<file path="config.mk">
export PLATFORM = sky130hd
export DESIGN_NAME = data_mem_responder_flat
export DESIGN_NICKNAME = d
export VERILOG_FILES = /design/src/rtl/data_mem_responder_if.sv /design/src/rtl/data_mem_responder.sv /design/src/flat_wrapper.sv
export SDC_FILE = /design/constraint.sdc
export NUM_CORES = 2
export LEC_CHECK = 0
export CAP_MARGIN = 20
export CORE_ASPECT_RATIO = 1.75
export CORE_UTILIZATION = 33
export CTS_BUF_LIST = sky130_fd_sc_hd__clkbuf_8
export CTS_CLUSTER_SIZE = 28
export DETAILED_ROUTE_END_ITERATION = 7
export SETUP_SLACK_MARGIN = 0.3
export SLEW_MARGIN = 20
export SYNTH_ARGS = -nofsm -noshare
export SYNTH_HDL_FRONTEND = slang
export SYNTH_SLANG_ARGS = --single-unit
</file>
<file path="constraint.sdc">
create_clock -name clk -period 6.2 [get_ports clk]
set_input_delay 0.93 -clock clk [delete_from_list [all_inputs] [get_ports clk]]
set_output_delay 0.93 -clock clk [all_outputs]
set_load 0.01 [all_outputs]
</file>
<file path="src/rtl/data_mem_responder_if.sv">
// rtl/data_mem_responder_if.sv - processor load/store request/response bundle
interface data_mem_responder_if;
  logic        req_valid;
  logic        req_ready;
  logic        req_we;
  logic [1:0]  req_size;
  logic        req_unsigned;
  logic [31:0] req_addr;
  logic [31:0] req_wdata;
  logic        rsp_valid;
  logic        rsp_ready;
  logic [31:0] rsp_rdata;
  logic        rsp_err;

  // Processor side: issues requests, consumes responses.
  modport master (
    output req_valid, req_we, req_size, req_unsigned, req_addr, req_wdata, rsp_ready,
    input  req_ready, rsp_valid, rsp_rdata, rsp_err
  );

  // Memory side: accepts requests, produces responses.
  modport slave (
    input  req_valid, req_we, req_size, req_unsigned, req_addr, req_wdata, rsp_ready,
    output req_ready, rsp_valid, rsp_rdata, rsp_err
  );
endinterface

</file>
<file path="src/rtl/data_mem_responder.sv">
// rtl/data_mem_responder.sv - single-outstanding load/store responder with modelled access latency
module data_mem_responder #(
  parameter int ADDR_W      = 8,
  parameter int WAIT_CYCLES = 2
) (
  input  logic                 clk,
  input  logic                 reset,
  data_mem_responder_if.slave  bus
);

  // RAM is word organised: ADDR_W byte-address bits, low two bits select the lane.
  localparam int WORDS = 2 ** (ADDR_W - 2);
  localparam int CNT_W = (WAIT_CYCLES > 0) ? $clog2(WAIT_CYCLES + 1) : 1;
  localparam logic [CNT_W-1:0] CNT_LOAD = CNT_W'(WAIT_CYCLES);
  localparam logic [CNT_W-1:0] CNT_ONE  = CNT_W'(1);

  localparam logic [1:0] S_IDLE = 2'd0;
  localparam logic [1:0] S_WAIT = 2'd1;
  localparam logic [1:0] S_RESP = 2'd2;

  localparam logic [1:0] SZ_BYTE = 2'b00;
  localparam logic [1:0] SZ_HALF = 2'b01;
  localparam logic [1:0] SZ_WORD = 2'b10;

  logic [1:0]       state;
  logic [CNT_W-1:0] cnt;

  // Request captured at acceptance; the processor may change its bus afterwards.
  logic             lat_we;
  logic             lat_unsigned;
  logic [1:0]       lat_size;
  logic [31:0]      lat_addr;
  logic [31:0]      lat_wdata;

  logic [31:0]      rdata_q;
  logic             err_q;

  logic [31:0]      mem [WORDS];

  logic             accept;
  logic             finish;
  logic             align_err;
  logic             range_err;
  logic             req_err;
  logic             do_write;
  logic [ADDR_W-3:0] word_idx;
  logic [1:0]       lane;
  logic [3:0]       byte_en;
  logic [31:0]      wr_word;
  logic [31:0]      rd_word;
  logic [31:0]      rd_shift;
  logic [31:0]      load_data;

  assign accept   = (state == S_IDLE) && bus.req_valid;
  assign finish   = (state == S_WAIT) && (cnt == '0);
  assign word_idx = lat_addr[ADDR_W-1:2];
  assign lane     = lat_addr[1:0];
  assign do_write = finish && lat_we && !req_err;

  assign bus.req_ready = (state == S_IDLE);
  assign bus.rsp_valid = (state == S_RESP);
  assign bus.rsp_rdata = rdata_q;
  assign bus.rsp_err   = err_q;

  // Classify the latched request: illegal size, misalignment, or beyond the RAM.
  always_comb begin
    align_err = 1'b0;
    case (lat_size)
      SZ_BYTE: align_err = 1'b0;
      SZ_HALF: align_err = lat_addr[0];
      SZ_WORD: align_err = |lat_addr[1:0];
      default: align_err = 1'b1;
    endcase
    range_err = (lat_addr >> ADDR_W) != 32'd0;
    req_err   = align_err | range_err;
  end

  // Lane enables and store data replicated across lanes so any enabled lane sees its bytes.
  always_comb begin
    byte_en = 4'b0000;
    wr_word = lat_wdata;
    case (lat_size)
      SZ_BYTE: begin
        byte_en = 4'b0001 << lane;
        wr_word = {4{lat_wdata[7:0]}};
      end
      SZ_HALF: begin
        byte_en = lane[1] ? 4'b1100 : 4'b0011;
        wr_word = {2{lat_wdata[15:0]}};
      end
      SZ_WORD: begin
        byte_en = 4'b1111;
        wr_word = lat_wdata;
      end
      default: begin
        byte_en = 4'b0000;
        wr_word = lat_wdata;
      end
    endcase
  end

  // Load path: bring the addressed lane down to bit 0, then extend to 32 bits.
  always_comb begin
    rd_word  = mem[word_idx];
    rd_shift = rd_word >> {lane, 3'b000};
    case (lat_size)
      SZ_BYTE: load_data = lat_unsigned ? {24'd0, rd_shift[7:0]}
                                        : {{24{rd_shift[7]}}, rd_shift[7:0]};
      SZ_HALF: load_data = lat_unsigned ? {16'd0, rd_shift[15:0]}
                                        : {{16{rd_shift[15]}}, rd_shift[15:0]};
      default: load_data = rd_word;
    endcase
  end

  // Sequencer: IDLE accepts, WAIT burns the latency budget, RESP holds until consumed.
  always_ff @(posedge clk or negedge reset) begin
    if (!reset) begin
      state <= S_IDLE;
      cnt   <= '0;
    end else begin
      case (state)
        S_IDLE: begin
          if (accept) begin
            cnt   <= CNT_LOAD;
            state <= S_WAIT;
          end
        end
        S_WAIT: begin
          if (cnt != '0) begin
            cnt <= cnt - CNT_ONE;
          end else begin
            state <= S_RESP;
          end
        end
        S_RESP: begin
          if (bus.rsp_ready) begin
            state <= S_IDLE;
          end
        end
        default: state <= S_IDLE;
      endcase
    end
  end

  // Capture the request on the accept edge only.
  always_ff @(posedge clk or negedge reset) begin
    if (!reset) begin
      lat_we       <= 1'b0;
      lat_unsigned <= 1'b0;
      lat_size     <= 2'b00;
      lat_addr     <= 32'd0;
      lat_wdata    <= 32'd0;
    end else if (accept) begin
      lat_we       <= bus.req_we;
      lat_unsigned <= bus.req_unsigned;
      lat_size     <= bus.req_size;
      lat_addr     <= bus.req_addr;
      lat_wdata    <= bus.req_wdata;
    end
  end

  // Response registers load when the wait expires and stay frozen through RESP.
  always_ff @(posedge clk or negedge reset) begin
    if (!reset) begin
      rdata_q <= 32'd0;
      err_q   <= 1'b0;
    end else if (finish) begin
      rdata_q <= (lat_we || req_err) ? 32'd0 : load_data;
      err_q   <= req_err;
    end
  end

  // RAM write with byte enables; not reset so contents survive a reset pulse.
  always_ff @(posedge clk) begin
    if (do_write) begin
      for (int k = 0; k < 4; k++) begin
        if (byte_en[k]) begin
          mem[word_idx][8*k +: 8] <= wr_word[8*k +: 8];
        end
      end
    end
  end

endmodule
</file>
<file path="src/flat_wrapper.sv">
// flat-port wrapper written by rule: the top's interface ports become plain ports
module data_mem_responder_flat 
#(
  parameter int ADDR_W      = 8,
  parameter int WAIT_CYCLES = 2
)
  (clk, reset, bus_req_valid, bus_req_we, bus_req_size, bus_req_unsigned, bus_req_addr, bus_req_wdata, bus_rsp_ready, bus_req_ready, bus_rsp_valid, bus_rsp_rdata, bus_rsp_err);
  data_mem_responder_if bus_i ();
  input  logic clk;
  input  logic reset;
  input wire logic [$bits(bus_i.req_valid)-1:0] bus_req_valid;
  input wire logic [$bits(bus_i.req_we)-1:0] bus_req_we;
  input wire logic [$bits(bus_i.req_size)-1:0] bus_req_size;
  input wire logic [$bits(bus_i.req_unsigned)-1:0] bus_req_unsigned;
  input wire logic [$bits(bus_i.req_addr)-1:0] bus_req_addr;
  input wire logic [$bits(bus_i.req_wdata)-1:0] bus_req_wdata;
  input wire logic [$bits(bus_i.rsp_ready)-1:0] bus_rsp_ready;
  output wire logic [$bits(bus_i.req_ready)-1:0] bus_req_ready;
  output wire logic [$bits(bus_i.rsp_valid)-1:0] bus_rsp_valid;
  output wire logic [$bits(bus_i.rsp_rdata)-1:0] bus_rsp_rdata;
  output wire logic [$bits(bus_i.rsp_err)-1:0] bus_rsp_err;
  assign bus_i.req_valid = bus_req_valid;
  assign bus_i.req_we = bus_req_we;
  assign bus_i.req_size = bus_req_size;
  assign bus_i.req_unsigned = bus_req_unsigned;
  assign bus_i.req_addr = bus_req_addr;
  assign bus_i.req_wdata = bus_req_wdata;
  assign bus_i.rsp_ready = bus_rsp_ready;
  assign bus_req_ready = bus_i.req_ready;
  assign bus_rsp_valid = bus_i.rsp_valid;
  assign bus_rsp_rdata = bus_i.rsp_rdata;
  assign bus_rsp_err = bus_i.rsp_err;
  data_mem_responder #(.ADDR_W(ADDR_W), .WAIT_CYCLES(WAIT_CYCLES)) u_core (.clk(clk), .reset(reset), .bus(bus_i));
endmodule
</file>
==> results.json <==
{
  "ys.warnings.count": 0,
  "rsz0062_at_grt": "false",
  "hold_path_class": "reg -> reg",
  "multiInputGateArea_um2": 18900,
  "postRouteAntennaNets": 0,
  "setup-tns-final_ns": 0,
  "worstSetupEndpointType": "flop",
  "root_buffer": "clkbuf_8",
  "synthCells": 4940,
  "cts_buffer_depth": 4,
  "start_kind": "flop",
  "synth_edf_count": 2048,
  "dpl.hpwl_um": 210000,
  "grt_pass1_wl_um": 441000,
  "start_util": 0.333,
  "num_rows": 245,
  "drtIter0Drc": 7479,
  "grt_overflow": 0,
  "relSlewSlack": 0.117,
  "ir_drop_mv": 0.418,
  "placed_cells": 8267,
  "fp.dieH_um": 672,
  "final_area_um2": 95800,
  "grtUsageTotal": 0.248,
  "dieArea_um2": 259000,
  "layout_min_cycle_time_ns": 5.19,
  "crit_slowest_cell": "dfrtp_4",
  "wl_um": 326000,
  "ys_types": 92,
  "syn_to_final_growth_pct": 13.1,
  "h-tree-depth": 5,
  "path_class": "reg -> reg",
  "grt_pass1_vias": 51900,
  "stdcell_count": 8820,
  "first_pass_iters": 8,
  "hp-start": "u_core.lat_wdata[16]",
  "critPathLaunch": "u_core.lat_addr[4]",
  "synth_area_um2": 84700,
  "slew_viol_final": 0,
  "seq_area_um2": 64200,
  "arrival_ns": 5.92,
  "drive_gt1_frac": 0.187,
  "nFillCells": 23400,
  "placed_area_um2": 90500,
  "numCtsBuffers": 296,
  "tightestPinTransition_ns": 1.32,
  "worstSkewPairLatency_ns": 0.97,
  "status": "finished, final reports clean",
  "syn_nets": 5013,
  "vias": 52800,
  "p_leak_nw": 30.2,
  "hold_viol_final": 0,
  "cts_tree": "done",
  "fmax_mhz": 193,
  "synth-seq-cells": 2153,
  "drv_cap": 0,
  "synth_top_area_frac": 0.726,
  "ys_async_sr_fraction": 0.0488,
  "avgSynthCellArea_um2": 17.2,
  "crit_fanout": 39,
  "antenna_found_initial": 25,
  "synthTopCellsByArea": "edfxtp_1 (73%), dfrtp_1 (3.1%), mux2_2 (2.9%)",
  "r2r_setup_slack_ns": 1.01,
  "remaining_drc_errors": 0,
  "wl_per_cell_um": 37.0,
  "io_pins": 107,
  "finClkSkew_ns": 0.0759,
  "post_cts_buffers": 0,
  "cpMostUsedCell": "buf_4",
  "die_w_um": 385,
  "port_buffers": 106,
  "grt_max_degree": 85,
  "synth_most_common_cell": "edfxtp_1",
  "r2r_start": "u_core.lat_addr[4]",
  "worstPathCellList": "buf_4 -> buf_4 -> a21oi_1 -> o41ai_1 -> o221ai_1 -> buf_4 -> nor3_2 -> a211oi_1 -> o211ai_2 -> nand3_1",
  "max_stage_delay_ns": 0.98,
  "clk_pin_slew_ns": 0.07,
  "synth_commonest_cells": "edfxtp_1 (2048), nor2_1 (338), a22oi_1 (258)",
  "globalplace.congestion": 0.986,
  "post-route-period-util": 0.837,
  "synth-main-ff-cell": "edfxtp_1",
  "p_per_area_nw_per_um2": 518,
  "worstPathRequired_ns": 6.93,
  "fin_nets": 5307,
  "synth.largest_area_cell": "edfxtp_1",
  "finalSetupViolCount": 0,
  "yosysSeqAreaShare": 0.757,
  "core-area_um2": 255000,
  "routed_via_density": 5.99,
  "cts.sinks": 2153
}
-- path summary, 6_finish.rpt --
path / to / depth (start not counted)
min reg2reg: u_core.lat_wdata[16] / 1
min: u_core.lat_wdata[16] / 1
min in group asynchronous: u_core.lat_wdata[8] / 2
max in group asynchronous: u_core.lat_addr[4] / 3
max reg2reg: u_core.bus.rsp_rdata[21] / 10
max: u_core.bus.rsp_rdata[21] / 10
-- worst max-delay path: cells and delay by family, from the launching register on --
kind,cells,cell delay (ns)
AO/OA/AOI/OAI,5,2.17
AND/OR/NAND/NOR,2,0.79
flip-flops,1,0.98
buffers and inverters,3,0.95
-- cell usage in the layout, fill, tap and decap left out, types with 76 or more instances in the layout --
| cell | instances |
|---|---|
| a221o_1 | 79 |
| a221oi_1 | 127 |
| inv_1 | 99 |
| mux2i_1 | 227 |
| clkinv_1 | 76 |
| a21oi_1 | 111 |
| dfrtp_1 | 92 |
| nor2_1 | 330 |
| mux4_2 | 79 |
| nand2_1 | 216 |
| mux2_2 | 216 |
| a22oi_1 | 258 |
| buf_4 | 224 |
| edfxtp_1 | 2048 |
| clkdlybuf4s50_1 | 105 |
| clkbuf_8 | 310 |
-- registers in the layout, summed over array words and instances, names as in the netlist, 2 cells and up --
register and cells:
u_core.state 2, u_core.lat_addr 32, u_core.bus.rsp_rdata 32, u_core.mem 2048
u_core.cnt 2, u_core.lat_wdata 32, u_core.lat_size 2
-- routing by layer --
layer  GRT usage  vias to the layer above  share of wire
met2       0.403                     3903           0.48
met3      0.0540                     1078          0.093
met5           0                        -        0.00032
met4       0.222                       16           0.10
li1            -                    20700              -
met1       0.271                    27100           0.32
-- cell families after synthesis --
kind of cell	share of synthesized area
fa+ha+maj	0.000148
compound gates	0.0961
buf+inv	0.0243
flops	0.757
mux	0.0780
simple gates	0.0445
-- layout make-up --
cell class	count	area share
sequential	2153	0.669
multi-input combinational	2413	0.197
tap	3334	0.0435
antenna	27	0.000705
clock inverter	213	0.0102
timing repair buffer	353	0.0333
inverter	17	0.000744
clock buffer	310	0.0445
-- report_power, final --
group | total, mW | internal, mW | switching [mW]
sequential | 19.9 | 19.3 | 0.600
combinational | 19.5 | 4.87 | 14.6
clock | 10.3 | 4.78 | 5.48
-- metrics by stage --
| step | setup slack (ns) | util | hold slack [ns] | power, mW |
|---|---|---|---|---|
| floorplan | 1.72 | - | 0.475 | 29.1 |
| global placement | 0.452 | 0.355 | 0.489 | 38.7 |
| detailed placement | 1.21 | 0.355 | 0.492 | 38.9 |
| CTS | 1.17 | 0.376 | 0.509 | 49.0 |
| global route | 1.13 | 0.376 | 0.522 | 50.2 |
| finish | 1.01 | 0.376 | 0.505 | 49.7 |
-- repair_timing --
action | 4_1_cts | 5_1_grt
endpoints found under the hold margin | 64 | 0
resized for setup | 0 | 0
hold buffers | 1 | 0
Note: power is estimated with default switching activity, not from simulation.
